## src/rtl/proc_out_serializer_pkg.sv

```systemverilog
// Shared engine parameters, sideband type and the kernel-width keep-mask LUT.
// The engine and the output serializer both use this mask, so they agree on column semantics.
package proc_out_serializer_pkg;

  localparam int unsigned COLS     = 8;
  localparam int unsigned ROWS     = 4;
  localparam int unsigned Y_BITS   = 16;
  localparam int unsigned KW_MAX   = 5;
  localparam int unsigned COL_BITS = $clog2(COLS);
  localparam int unsigned KW2_BITS = $clog2(KW_MAX / 2 + 1);
  localparam int unsigned TAG_BITS = 4;

  typedef struct packed {
    logic [TAG_BITS-1:0] tag;
    logic                is_config;
    logic [KW2_BITS-1:0] kw2;
  } tuser_st;

  localparam int unsigned TUSER_WIDTH = $bits(tuser_st);

  typedef enum logic [0:0] {
    StIdle,
    StShift
  } state_e;

  // Column col survives when it is the last column of a kernel-width group of K = 2*kw2+1.
  function automatic logic keep_bit(input int unsigned kw2, input int unsigned col);
    return ((col + 1) % (2 * kw2 + 1)) == 0;
  endfunction

  function automatic logic [COLS-1:0] keep_mask(input logic [KW2_BITS-1:0] kw2);
    logic [COLS-1:0] mask;
    for (int unsigned c = 0; c < COLS; c++) begin
      mask[c] = keep_bit(32'(kw2), c);
    end
    return mask;
  endfunction

endpackage

```

## src/rtl/proc_out_serializer_col_priority_enc.sv

```systemverilog
// Lowest-set-bit priority encoder over a column mask; purely combinational.
module col_priority_enc #(
  parameter int unsigned COLS     = 8,
  parameter int unsigned COL_BITS = $clog2(COLS)
) (
  input  logic [COLS-1:0]     mask,
  output logic [COL_BITS-1:0] idx,
  output logic [COLS-1:0]     onehot,
  output logic                is_single
);

  always_comb begin
    // Two's-complement isolates the lowest set bit without a ripple scan.
    onehot    = mask & (~mask + COLS'(1));
    is_single = (mask != '0) && ((mask & (mask - COLS'(1))) == '0);
    idx       = '0;
    for (int unsigned c = 0; c < COLS; c++) begin
      if (onehot[c]) begin
        idx = idx | COL_BITS'(c);
      end
    end
  end

endmodule

```

## src/rtl/proc_out_serializer.sv

```systemverilog
// Serializes one wide COLSxROWS partial-sum beat into ROWS-wide column beats,
// emitting only the columns kept by the kernel-width group mask.
module proc_out_serializer #(
  parameter int unsigned COLS     = proc_out_serializer_pkg::COLS,
  parameter int unsigned ROWS     = proc_out_serializer_pkg::ROWS,
  parameter int unsigned Y_BITS   = proc_out_serializer_pkg::Y_BITS,
  parameter int unsigned KW_MAX   = proc_out_serializer_pkg::KW_MAX,
  parameter int unsigned COL_BITS = $clog2(COLS)
) (
  input  logic                                   clk,
  input  logic                                   resetn,
  output logic                                   s_ready,
  input  logic                                   s_valid,
  input  logic                                   s_last,
  input  logic [COLS-1:0][ROWS-1:0][Y_BITS-1:0]  s_data,
  input  proc_out_serializer_pkg::tuser_st       s_user,
  input  logic                                   m_ready,
  output logic                                   m_valid,
  output logic                                   m_last,
  output logic [ROWS-1:0][Y_BITS-1:0]            m_data,
  output logic [COL_BITS-1:0]                    m_col,
  output proc_out_serializer_pkg::tuser_st       m_user
);

  import proc_out_serializer_pkg::*;

  if (2 * (KW_MAX / 2) + 1 > COLS) begin : g_kw_check
    $error("KW_MAX kernel group does not fit in COLS columns");
  end

  localparam int unsigned KW2_VALS = 1 << KW2_BITS;

  state_e state_q, state_d;

  logic [COLS-1:0][ROWS-1:0][Y_BITS-1:0] hold_data_q;
  tuser_st                               hold_user_q;
  logic                                  hold_last_q;
  logic [COLS-1:0]                       mask_q;

  logic [COLS-1:0]     keep_lut [KW2_VALS];
  logic [COLS-1:0]     keep_in;
  logic [COL_BITS-1:0] col_idx;
  logic [COLS-1:0]     col_onehot;
  logic                is_single;
  logic                s_hs;
  logic                m_hs;
  logic                load;

  for (genvar k = 0; k < KW2_VALS; k++) begin : g_lut
    for (genvar c = 0; c < COLS; c++) begin : g_col
      assign keep_lut[k][c] = keep_bit(k, c);
    end
  end

  col_priority_enc #(
    .COLS     (COLS),
    .COL_BITS (COL_BITS)
  ) u_enc (
    .mask      (mask_q),
    .idx       (col_idx),
    .onehot    (col_onehot),
    .is_single (is_single)
  );

  assign keep_in = keep_lut[s_user.kw2];
  assign s_hs    = s_valid & s_ready;
  assign m_hs    = m_valid & m_ready;
  // An empty keep mask cannot yield output, so such a beat is dropped like a config beat.
  assign load    = s_hs & ~s_user.is_config & (keep_in != '0);

  always_ff @(posedge clk) begin
    if (!resetn) begin
      state_q <= StIdle;
    end else begin
      state_q <= state_d;
    end
  end

  always_comb begin
    state_d = state_q;
    unique case (state_q)
      StIdle: begin
        if (load) begin
          state_d = StShift;
        end
      end
      StShift: begin
        if (m_ready && is_single) begin
          state_d = load ? StShift : StIdle;
        end
      end
      default: state_d = StIdle;
    endcase
  end

  always_comb begin
    m_valid = (state_q == StShift);
    s_ready = (state_q == StIdle) | (is_single & m_ready);
    m_last  = hold_last_q & is_single;
  end

  always_ff @(posedge clk) begin
    if (!resetn) begin
      hold_data_q <= '0;
      hold_user_q <= '0;
      hold_last_q <= 1'b0;
      mask_q      <= '0;
    end else if (load) begin
      hold_data_q <= s_data;
      hold_user_q <= s_user;
      hold_last_q <= s_last;
      mask_q      <= keep_in;
    end else if (m_hs) begin
      mask_q <= mask_q & ~col_onehot;
    end
  end

  assign m_data = hold_data_q[col_idx];
  assign m_col  = col_idx;
  assign m_user = hold_user_q;

endmodule

```

## config.mk

```make
export PLATFORM = sky130hd
export DESIGN_NAME = proc_out_serializer
export DESIGN_NICKNAME = d
export VERILOG_FILES = /design/src/rtl/proc_out_serializer_pkg.sv /design/src/rtl/proc_out_serializer_col_priority_enc.sv /design/src/rtl/proc_out_serializer.sv
export SDC_FILE = /design/constraint.sdc
export NUM_CORES = 1
export LEC_CHECK = 0
export BUFFER_PORTS_ARGS = -buffer_cell sky130_fd_sc_hd__buf_2
export CAP_MARGIN = 40
export CORE_AREA = 2 2 237 239
export DETAILED_ROUTE_END_ITERATION = 7
export DIE_AREA = 0 0 239 241
export GPL_TIMING_DRIVEN = 0
export PLACE_DENSITY_LB_ADDON = 0.25
export SYNTH_ARGS = -nofsm -noshare
export SYNTH_HDL_FRONTEND = slang
export SYNTH_SLANG_ARGS = --single-unit
export TNS_END_PERCENT = 50
```

## constraint.sdc

```tcl
create_clock -name clk -period 6.4 [get_ports clk]
set_clock_uncertainty 0.1 [all_clocks]
set_input_delay 1.28 -clock clk [delete_from_list [all_inputs] [get_ports clk]]
set_output_delay 1.28 -clock clk [all_outputs]
set_load 0.03 [all_outputs]
```

==> results.yml <==
logic_synthesis:
  ys_ff_latch: 529
  synth_edf_count: 0
  ys_types: 40
  synth_seq_area_share_pct: 41.7
  synth_cells: 2724
  syn_area_per_cell_um2: 9.32
  syn_nets: 3251
  yosys_warnings: 0
  synth-main-ff-cell: "dfxtp_1"
  syn-cell-area_mm2: 0.0254
  synthArstFlopShare_pct: 0
timing:
  hold_violations: 0
  maxSlewViolCount: 0
  tightest_slew_ns: 0.894
  min_period_ns: 5.45
  final.period_utilization_pct: 85.1
  fmax_mhz: 184
  holdWs_ns: 0.355
  slew_headroom_pct: 40.4
  rsz0062_at_grt: "no"
  finalSetupViolCount: 0
  setup_tns_ns: 0
critical_path:
  crit_path_max_incr_delay_ns: 0.72
  cp_max_fo: 10
  cp-start-kind: "flop"
  cpLargestDelayFamily: "buffers and inverters"
  critPathSlowestCell: "clkbuf_1"
  crit_chain: "nor2_1 > nand2_1 > nor3_1 > clkbuf_1 > clkbuf_1 > a222oi_1 > mux2i_1 > buf_2"
  endpoint_kind: "output pin"
  worstSetupPathDepth: 8
  reg2reg_depth: 9
  crit_buf_inv: 3
  cp_data_arrival_time_ns: 4.07
  crit_path_frequent_cell: "clkbuf_1"
  crit_type: "reg -> out"
  required_ns: 5.02
die:
  io_pins: 601
  core_mm2: 0.0549
  die_area_mm2: 0.0576
  die_y_um: 241
  die_w_um: 239
  start_util_pct: 46.2
  fp-row-count: 86
outcome:
  violations: "design-rule violations"
  status: "finished, violations left"
detailed_routing:
  drt_first_iter_violations: 2347
  vias: 22900
  viasPerCell: 5.48
  route.detailed.drc: 3
  dr.pass1.iters: 8
  avgRoutedWirePerCell_um: 23.5
  wl_um: 97900
  final_antenna_net_count: 0
flow_run:
  max_cap_viol_count: 0
final_layout:
  area_delta_synth_final_pct: 23.8
  post-route-util_pct: 57.3
  drive_gt1_share_pct: 26.6
  nets: 3926
  nFillCells: 5111
cts:
  cts_resized: 0
  cts_max_level: 2
  cts_buffer_depth: 3
  hold_buffers: 0
  cts.reportedPaths.clkPinSlew_ns: 0.06
  cts_inserted_buffers: 57
  clockRootBuffer: "clkbuf_16"
  post-cts-setup-buffers: 0
  cts_num_sinks: 529
  tritoncts: "yes"
  clk_latency_ns: 0.62
worst_hold_path:
  holdCritPathClass: "reg -> reg"
  worstHoldPathCells: 2
placement:
  io_buffers: 599
  place.gp.congestion: 0.895
  hpwl_um: 75600
pwr:
  power_mw: 9.03
  ir_drop_mv: 0.192
  p_leak_nw: 13.4
  p_per_area_mw_per_mm2: 287
grt:
  track_usage_pct: 32.6
  grt-ovfl-total: 0
  grt_pass1_vias: 21700
  grt_max_degree: 15
  grt_pass1_wl_um: 138000
  grt_antenna_before_repair: 25
[kinds of logic after synthesis]
logic type                 share of synthesized area, %
muxes                                              29.0
and+or+nand+nor                                    16.2
DFF                                                41.7
AOI/OAI and AO/OA                                  5.65
buffers and inverters                              7.33
adders and majority gates                         0.148
[final cells by class]
class / count / area [um2] / share of cell area, %
Inverter: 8 / 30.0 / 0.0956
Antenna cell: 18 / 45.0 / 0.143
Clock buffer: 95 / 1770 / 5.64
Tap cell: 704 / 881 / 2.80
Clock inverter: 12 / 123 / 0.390
Sequential cell: 529 / 10600 / 33.7
Buffer: 243 / 1830 / 5.82
Timing Repair Buffer: 616 / 3220 / 10.3
Multi-Input combinational cell: 1944 / 12900 / 41.1
[sequential cells by signal, summed over array words and instances (netlist names)]
name and count:
hold_last_q 1, mask_q 8, m_valid 1, m_user 7, hold_data_q 512
[worst register-to-register path, cell delays in order, from the launching register on]
cell     delay [ns]
dfxtp_1        0.30
buf_4          0.16
nor4_2         0.42
nand3_1        0.25
o21ai_1        0.26
a32o_2         0.21
buf_6          0.19
buf_12         0.24
buf_12         0.19
mux2i_1        0.23
[cells in the mapped netlist, types with 2 or more instances]
cell type     n  area share, %
mux2i_1     591             23
inv_1         7           0.10
mux2_2      128            5.7
nor3_1        4          0.079
nor2_1        5          0.074
dfxtp_1     529             42
buf_12       53            4.2
a222oi_1    128            5.0
nand3_1       5          0.099
nand2_1    1046             15
o21ai_0       3          0.059
buf_2        23           0.45
nor4b_1       3           0.10
ha_1          3           0.15
nand4_1       2          0.049
buf_1         6          0.089
clkbuf_1    155            2.3
nand2b_1      5           0.12
o211ai_1      3          0.089
buf_4         5           0.15
[layout by cell type, fill, tap and decap left out, drive strengths merged, types with 3 or more instances in the layout]
cell type  count
nand2b         5
o211ai         3
nor4b          3
nor3           4
clkinv         6
dfxtp        529
nand3          5
mux2i        591
mux2         128
diode         18
clkbuf       250
a222oi       128
nor2           5
ha             3
nand2       1046
buf          704
o21ai          4
inv           10
[path summary, 6_finish.rpt]
kind	end	startpoint	slack, ns
min reg2reg	hold_data_q[233]	hold_data_q[233]	0.35
max reg2reg	hold_data_q[436]	mask_q[2]	3.76
max	m_data[14]	mask_q[0]	0.95
min	hold_data_q[233]	hold_data_q[233]	0.35
[layer usage]
| layer | vias to the layer above | track usage, % | part of all wire (%) |
|---|---|---|---|
| li1 | 10800 | - | - |
| met4 | 18 | 12.3 | 3.5 |
| met5 | - | 0 | 0.10 |
| met2 | 1049 | 54.0 | 47 |
| met1 | 10800 | 42.4 | 42 |
| met3 | 193 | 5.81 | 7.7 |
[stage by stage]
step / setup WS, ns / cell area, um2 / instances
after global placement: 1.65 / 29300 / 4027
final: 0.952 / 31400 / 4169
after global routing: 0.844 / 31400 / 4159
after CTS: 1.05 / 31400 / 4151
after floorplan: 2.85 / 25400 / 2724
after detailed placement: 1.73 / 29500 / 4044
[report_power, final]
group	internal (mW)	switching, mW	total, mW
sequential	3.53	0.124	3.65
combinational	0.794	1.21	2.00
clock	1.96	1.42	3.38
Power figures use the tool's default switching activity.
